==> config.mk <==
export PLATFORM = sky130hd
export DESIGN_NAME = mem_dump_tx
export DESIGN_NICKNAME = d
export VERILOG_FILES = /design/src/rtl/debug_pkg.sv /design/src/rtl/uart_tx_byte.sv /design/src/rtl/mem_dump_tx.sv
export SDC_FILE = /design/constraint.sdc
export NUM_CORES = 1
export LEC_CHECK = 0
export ABC_AREA = 1
export BUFFER_PORTS_ARGS = -buffer_cell sky130_fd_sc_hd__buf_2
export CAP_MARGIN = 25
export CORE_MARGIN = 1
export CORE_UTILIZATION = 50
export CTS_CLUSTER_SIZE = 24
export DETAILED_ROUTE_END_ITERATION = 10
export PLACE_DENSITY = 0.73
export SLEW_MARGIN = 20
export SYNTH_ARGS = -nofsm -noshare
export SYNTH_HDL_FRONTEND = slang
export SYNTH_SLANG_ARGS = --single-unit
==> constraint.sdc <==
create_clock -name clock -period 1.5 [get_ports clock]
set_input_delay 0.3 -clock clock [delete_from_list [all_inputs] [get_ports clock]]
set_output_delay 0.3 -clock clock [all_outputs]
set_load 0.05 [all_outputs]
==> src/rtl/debug_pkg.sv <==
// Shared definitions for the data-memory debug dump path: FSM encodings,
// UART framing constants and a byte-lane helper.
package debug_pkg;

  localparam int UART_FRAME_BITS      = 10;
  localparam int BYTES_PER_WORD       = 4;
  localparam int DEFAULT_CLKS_PER_BIT = 868;

  typedef enum logic [1:0] {
    IDLE,
    FETCH,
    CAPTURE,
    SEND
  } dumpState_e;

  typedef enum logic [1:0] {
    TX_IDLE,
    START_BIT,
    DATA_BITS,
    STOP_BIT
  } txState_e;

  function automatic logic [7:0] wordByte(input logic [31:0] word, input logic [1:0] idx);
    return word[{idx, 3'b000} +: 8];
  endfunction

endpackage

==> src/rtl/uart_tx_byte.sv <==
// One 8N1 byte serializer. A new byte offered during the last stop-bit cycle
// is accepted immediately, so consecutive frames have no idle gap.
module uart_tx_byte
  import debug_pkg::*;
#(
  parameter int CLKS_PER_BIT = DEFAULT_CLKS_PER_BIT
) (
  input  logic       clock,
  input  logic       reset,
  input  logic       byteValid,
  input  logic [7:0] byteData,
  output logic       txd,
  output logic       byteReady
);

  localparam int                CNT_W         = $clog2(CLKS_PER_BIT);
  localparam logic [CNT_W-1:0]  BAUD_LAST     = CNT_W'(CLKS_PER_BIT - 1);
  localparam logic [2:0]        LAST_DATA_BIT = 3'(UART_FRAME_BITS - 3);

  txState_e         state_q, state_d;
  logic [CNT_W-1:0] baud_q, baud_d;
  logic [2:0]       bitCnt_q, bitCnt_d;
  logic [7:0]       shift_q, shift_d;
  logic             txd_q, txd_d;
  logic             baudDone;

  assign baudDone = (baud_q == BAUD_LAST);

  always_ff @(posedge clock or negedge reset) begin
    if (!reset) begin
      state_q  <= TX_IDLE;
      baud_q   <= '0;
      bitCnt_q <= '0;
      shift_q  <= '0;
      txd_q    <= 1'b1;
    end else begin
      state_q  <= state_d;
      baud_q   <= baud_d;
      bitCnt_q <= bitCnt_d;
      shift_q  <= shift_d;
      txd_q    <= txd_d;
    end
  end

  // The baud counter wraps exactly when a bit ends, which is also the only
  // moment a bit transition happens, so every bit is CLKS_PER_BIT wide.
  always_comb begin
    state_d  = state_q;
    baud_d   = baudDone ? '0 : baud_q + 1'b1;
    bitCnt_d = bitCnt_q;
    shift_d  = shift_q;
    unique case (state_q)
      TX_IDLE: begin
        baud_d = '0;
        if (byteValid) begin
          state_d  = START_BIT;
          shift_d  = byteData;
          bitCnt_d = '0;
        end
      end
      START_BIT: begin
        if (baudDone) begin
          state_d  = DATA_BITS;
          bitCnt_d = '0;
        end
      end
      DATA_BITS: begin
        if (baudDone) begin
          shift_d = {1'b0, shift_q[7:1]};
          if (bitCnt_q == LAST_DATA_BIT) begin
            state_d = STOP_BIT;
          end else begin
            bitCnt_d = bitCnt_q + 3'd1;
          end
        end
      end
      STOP_BIT: begin
        if (baudDone) begin
          if (byteValid) begin
            state_d  = START_BIT;
            shift_d  = byteData;
            bitCnt_d = '0;
          end else begin
            state_d = TX_IDLE;
          end
        end
      end
      default: state_d = TX_IDLE;
    endcase
  end

  // txd is registered from the next-state view so the pin never glitches.
  always_comb begin
    byteReady = (state_q == TX_IDLE) || ((state_q == STOP_BIT) && baudDone);
    unique case (state_d)
      START_BIT: txd_d = 1'b0;
      DATA_BITS: txd_d = shift_d[0];
      default:   txd_d = 1'b1;
    endcase
  end

  assign txd = txd_q;

endmodule

==> src/rtl/mem_dump_tx.sv <==
// Debug readout engine: sweeps the data RAM through a spare read port and
// streams every word out of the board TX pin as four UART bytes, LSB first.
module mem_dump_tx
  import debug_pkg::*;
#(
  parameter int ADDR_WIDTH   = 8,
  parameter int WORDS        = 256,
  parameter int CLKS_PER_BIT = DEFAULT_CLKS_PER_BIT
) (
  input  logic                  clock,
  input  logic                  reset,
  input  logic                  start,
  output logic [ADDR_WIDTH-1:0] memAddr,
  input  logic [31:0]           memReadData,
  output logic                  txd,
  output logic                  busy,
  output logic                  done
);

  localparam logic [ADDR_WIDTH-1:0] LAST_ADDR = ADDR_WIDTH'(WORDS - 1);
  localparam logic [1:0]            LAST_BYTE = 2'(BYTES_PER_WORD - 1);

  dumpState_e            state_q, state_d;
  logic [ADDR_WIDTH-1:0] addr_q, addr_d;
  logic [31:0]           word_q, word_d;
  logic [1:0]            byteIdx_q, byteIdx_d;
  logic                  byteValid;
  logic [7:0]            byteData;
  logic                  byteReady;

  uart_tx_byte #(
    .CLKS_PER_BIT(CLKS_PER_BIT)
  ) uTx (
    .clock    (clock),
    .reset    (reset),
    .byteValid(byteValid),
    .byteData (byteData),
    .txd      (txd),
    .byteReady(byteReady)
  );

  always_ff @(posedge clock or negedge reset) begin
    if (!reset) begin
      state_q   <= IDLE;
      addr_q    <= '0;
      word_q    <= '0;
      byteIdx_q <= '0;
    end else begin
      state_q   <= state_d;
      addr_q    <= addr_d;
      word_q    <= word_d;
      byteIdx_q <= byteIdx_d;
    end
  end

  // In SEND, byteReady only rises at the end of a stop bit; that is where the
  // next byte, the next word, or the end of the dump is decided.
  always_comb begin
    state_d   = state_q;
    addr_d    = addr_q;
    word_d    = word_q;
    byteIdx_d = byteIdx_q;
    unique case (state_q)
      IDLE: begin
        if (start) begin
          addr_d  = '0;
          state_d = FETCH;
        end
      end
      FETCH: state_d = CAPTURE;
      CAPTURE: begin
        word_d    = memReadData;
        byteIdx_d = '0;
        state_d   = SEND;
      end
      SEND: begin
        if (byteReady) begin
          if (byteIdx_q != LAST_BYTE) begin
            byteIdx_d = byteIdx_q + 2'd1;
          end else if (addr_q != LAST_ADDR) begin
            addr_d  = addr_q + 1'b1;
            state_d = FETCH;
          end else begin
            state_d = IDLE;
          end
        end
      end
      default: state_d = IDLE;
    endcase
  end

  // Byte 0 goes straight from the RAM port so its start bit follows CAPTURE
  // without an extra cycle; later bytes come from the latched word.
  always_comb begin
    byteValid = (state_q == CAPTURE) || ((state_q == SEND) && (byteIdx_q != LAST_BYTE));
    byteData  = (state_q == CAPTURE) ? memReadData[7:0]
                                     : wordByte(word_q, byteIdx_q + 2'd1);
    busy      = (state_q != IDLE);
    done      = (state_q == SEND) && byteReady && (byteIdx_q == LAST_BYTE)
                && (addr_q == LAST_ADDR);
  end

  assign memAddr = addr_q;

endmodule

* Yosys cells after proc, flatten, opt, wreduce, memory -nomap -nowiden
Index checks and enable logic that the tools add are counted.
Storage, ports and cells: memory bits (read-only) 0, output and inout port bits 11, register bits 68, memories kept 0, word-level logic and storage cells 90, latch bits 0, RAM bits 0
Operators by class: multipliers 0, bitwise gates (word level) 0, equal/unequal tests 23, $add $sub $neg 4, magnitude comparators 0, reduce and logical (&&, ||, !) cells 18, divide/modulo/power cells 0, mux-type cells 34, shifts and indexed selects 1
Operators by type and width (count):
- 8-bit 2-to-1 mux | 8
- 32-bit by 6-bit indexed part select with 8-bit output | 1
- 8-bit case mux with 3 select lines | 1
- 10-bit 2-to-1 mux | 2
- 2-bit 2-to-1 mux | 10
- 2-bit case mux with 4 select lines | 2
- 8-bit case mux with 2 select lines | 1
- 3-bit 2-to-1 mux | 5
- 2-bit == test, second input constant | 6
- 2-bit inequality test, second input constant | 6
- 3-bit case mux with 4 select lines | 1
- 10-bit by 1-bit adder with 10-bit output, second input constant | 1
- 10-bit == test, second input constant | 1
- 3-bit AND reduction | 3
- 8-bit by 1-bit adder with 8-bit output, second input constant | 1
- 8-bit == test, second input constant | 1
- 2-bit by 1-bit inequality test with 1-bit output, second input constant | 4
- 8-bit inequality test, second input constant | 1
- 2-bit by 1-bit == test with 1-bit output, second input constant | 3
- 2-bit nonzero test | 3
- 1-bit logical AND | 5
- 5-bit AND reduction | 1
- 2-bit zero test | 2
- 2-bit case mux with 2 select lines | 1
- 8 further kinds | 10

* Logic depth before layout (Yosys ltp)
depth in word-level cells 8, gate-level depth with buffers 11

* Hierarchy
From an unflattened synthesis, not the netlist that was laid out.
Unflattened totals: cells, all modules 442, area, all modules 3560.9 um2
Modules (own cells, without submodules):
- mem_dump_tx | times used 1, cells each 296, seq. area each 1101.1 um2, area each 2269.7 um2
- uart_tx_byte | times used 1, cells each 146, seq. area each 601.8 um2, area each 1291.2 um2

* Worst setup path after synthesis
No wires, ideal clock.
kind register to output, from reg addr_q[0], in the netlist memAddr[0], to out done, cell stages (with the launch flop) 7, data required time 1.200 ns, setup slack -1.704 ns, path buffers 0, arrival time 2.904 ns, cells stage by stage dfrtp_1 ha_1 nand2_1 nand3b_1 nor2_1 nand2_1 nor4_1
Between the ends: cells in the longest elaborated chain, start to end 2
RTL lines:
- start, declared | RTL line mem_dump_tx.sv:24 | logic [ADDR_WIDTH-1:0] addr_q, addr_d;
- start signal, assigned | RTL line mem_dump_tx.sv:50 | addr_q <= addr_d;
- 8-bit == test | RTL line mem_dump_tx.sv:100 | && (addr_q == LAST_ADDR);
- 1-bit logical AND | RTL line mem_dump_tx.sv:100
- end, declared | RTL line mem_dump_tx.sv:17 | output logic done
No other way between the ends.

* Worst setup path after layout
from reg addr_q[1], in the netlist memAddr[1], to out done
Same word-level chain as after synthesis.

==> results.md <==
- Setup WS post-layout: -0.593 ns
- Core Region: 0.00687 mm^2
- Final Setup Violations: 50
- Filler Cell Count: 375
- CTS buffer count: 9
- CP Max Fanout: 2
- Slowest CP cell: dfrtp_2
- Diodes inserted: 0
- Total of max-cap violations: 0
- Total Nets Final: 629
- Cells after Synth: 452
- Final hold violation count: 0
- Fin. max-slew vios: 0
- Worst min-delay path class: input port to flip-flop
- Longest Clk Path Bufs: 2
- Syn-to-layout area delta: 56.7%
- CTS tree: yes
- CP dominant cell by count: nand2_2
- Final wirelength: 12500 um
- PD cells: 656 mW/mm^2
- Initial antenna violation count: 0
- # port buffers: 45
- Worst Setup Start Kind: flip-flop
- Data required, critical path: 1.20 ns
- First-pass GRT wire length: 16600 um
- Final Cell Area: 0.00562 mm^2
- Vias: 3866
- Sum of negative setup slack: -6.47 ns
- Status: complete, but fails checks
- Clock Latency Late Sink: 0.35 ns
- Root buf cell: clkbuf_8
- Remaining global-route overflow: 0
- Top Ports: 46
- Sequential-to-total area share from yosys stat: 47.5%
- Starting Density: 52.2%
- Max_slew headroom: 70.9%
- # clock sinks: 68
- Reg2reg setup slack: -0.24 ns
- Layout cells sized above 1: 53.1%
- Die area: 0.00751 mm^2
- Drt wl/cell: 18.2 um
- Failing checks: setup timing
- Avg Inst Size Synth: 7.93 um^2
- Worst VDD drop: 0.578 mV
- Crit path DAT: 1.79 ns
- Setup Slack @ Placement: -0.264 ns
- Synth cell types: 38
- Synthesized area: 0.00359 mm^2
- Clock Skew: 0.0128 ns
- H-tree depth: 3
- Crit. End Element: primary output
- Clk slew on worst S/H paths: 0.08 ns
- DR pass1 iterations: 5
- Crit Path Class: flip-flop to primary output
- Worst-path cell chain: ha_4 -> nand2_2 -> nand3b_1 -> nor2_2 -> nand2_2 -> nor4_4 -> buf_6
- Tot GR Track Use: 29.3%
- RSZ-0062 raised after global routing: true
- Number of remaining DRC errors: 0
- Die H: 86.7 um
- Pleak: 2.81 nW
- Hold WS: 0.145 ns
- ANT nets after route: 0
- Placed cell area: 0.00442 mm^2
- CP Buf/Inv Count: 1
- Ys Warns: 0
- GPL Wtd Cong: 0.848
- Row count: 30
- Post-DP HPWL: 6160 um
- Largest stage delay, worst path: 0.40 ns
- Synthesized Nets: 496
- Vias in the first global route: 3583
- Minimum clock period: 2.09 ns
- Worst-Margin Slew: 0.436 ns
- Largest net degree at the start of global routing: 38
- Fin util: 81.8%
- Initial DRC Count: 244
- Synthesis-stage register bit count: 68
- DR vias/cell: 5.64
- Fin crit share: 140%
- Max Clk Rate: 0.478 GHz
- CP top delay family: simple AND/OR/NAND/NOR gates
- Die X: 86.7 um
-- through the flow --
stage          power [mW]  std cells
5_1_grt              3.80        686
2_1_floorplan        2.00        452
3_5_place_dp         2.12        640
6_report             3.69        686
4_1_cts              3.60        677
3_3_place_gp         2.11        640
-- metal layers --
layer  share of wire (%)  up-vias  global-route usage, %
met5                   0        -                      0
met4                 6.4        0                   15.0
met3                 6.3       79                   4.10
met2                  52      202                   53.2
met1                  35     1858                   33.5
li1                    -     1727                      -
-- synthesized netlist by cell type, drive strengths merged --
master | number | share of area [%]
clkinv | 1 | 0.10
o211ai | 9 | 1.9
a21boi | 1 | 0.21
xor2 | 3 | 0.73
nand4 | 5 | 1.0
o21ai | 44 | 7.1
o22ai | 1 | 0.17
nand3b | 3 | 0.63
dfstp | 1 | 0.73
nor3 | 4 | 0.56
nor3b | 2 | 0.42
a2111oi | 1 | 0.24
clkbuf | 11 | 1.2
and3 | 1 | 0.17
or2 | 4 | 0.70
dfrtp | 67 | 47
buf | 3 | 0.59
nand3 | 26 | 4.1
ha | 9 | 3.1
nor2 | 27 | 3.4
nand2 | 155 | 17
a31o | 1 | 0.24
xnor2 | 1 | 0.24
o21bai | 1 | 0.31
a21oi | 21 | 2.9
nor4 | 1 | 0.17
inv | 49 | 5.2
-- state kept, by name, summed over array words and instances, names as in the netlist --
name          count
uTx.bitCnt_q      3
uTx.shift_q       8
byteIdx_q         2
uTx.baud_q       10
uTx.state_q       2
memAddr           8
state_q           2
uTx.txd           1
word_q           32
-- placed cells by master (no fill, tap or decap), types with 5 or more instances in the layout --
cell / instances
nor2_4: 7
o21ai_0: 9
nand2_2: 44
nand2_1: 95
nor2_2: 7
nand2_4: 15
buf_2: 44
inv_4: 5
nor2_1: 13
ha_4: 5
dfrtp_2: 6
buf_6: 18
buf_12: 9
clkbuf_8: 9
nand3_1: 16
a21oi_2: 12
nand3_2: 8
buf_4: 54
inv_2: 11
inv_1: 31
o211ai_1: 9
o21ai_2: 18
o21ai_1: 16
a21oi_1: 6
dfrtp_1: 61
-- timing repair --
action,4_1_cts,5_1_grt
pin swaps,26,47
endpoints found under the setup margin,25,53
setup buffers,15,7
cloned,5,4
hold endpoints to repair,14,0
hold buffers,1,0
gates resized for setup,90,126
-- logic make-up (layout without fill, tap and decap cells) --
kind of cell / count (synthesis) / in the layout / synth area share (%)
AOI/OAI and AO/OA: 79 / 79 / 13.1
DFF: 68 / 68 / 47.5
buffers and inverters: 64 / 201 / 7.05
and+or+nand+nor: 228 / 229 / 28.3
xor gates and xnor gates: 4 / 4 / 0.977
adders and majority gates: 9 / 9 / 3.14
-- worst min-delay path, cell delays in order --
cell	delay [ns]
buf_2	0.07
nand2_1	0.04
nand2_1	0.05
-- power by group --
group / switching, mW / internal [mW]
sequential: 0.0399 / 1.89
clock: 0.789 / 0.759
combinational: 0.129 / 0.0846
total: 0.959 / 2.73
-- final timing paths --
check	cells past startpoint	end	startpoint
setup / recovery	7	done	memAddr[1]
hold / removal	3	word_q[19]	memReadData[19]
setup reg to reg	11	state_q[1]	state_q[1]
hold reg to reg	2	uTx.bitCnt_q[2]	uTx.bitCnt_q[2]
max in group asynchronous	3	byteIdx_q[1]	reset
min in group asynchronous	2	word_q[4]	reset
-- area by class of cell --
| class | count | area [um^2] | area share, % |
|---|---|---|---|
| clock inverter | 7 | 67.6 | 1.20 |
| clock buffer | 9 | 124 | 2.20 |
| multi-input combinational | 321 | 2200 | 39.1 |
| timing repair buffer | 135 | 1190 | 21.2 |
| tap | 96 | 120 | 2.14 |
| inverter | 50 | 209 | 3.72 |
| sequential | 68 | 1710 | 30.4 |
(Power assumes the default switching activity.)
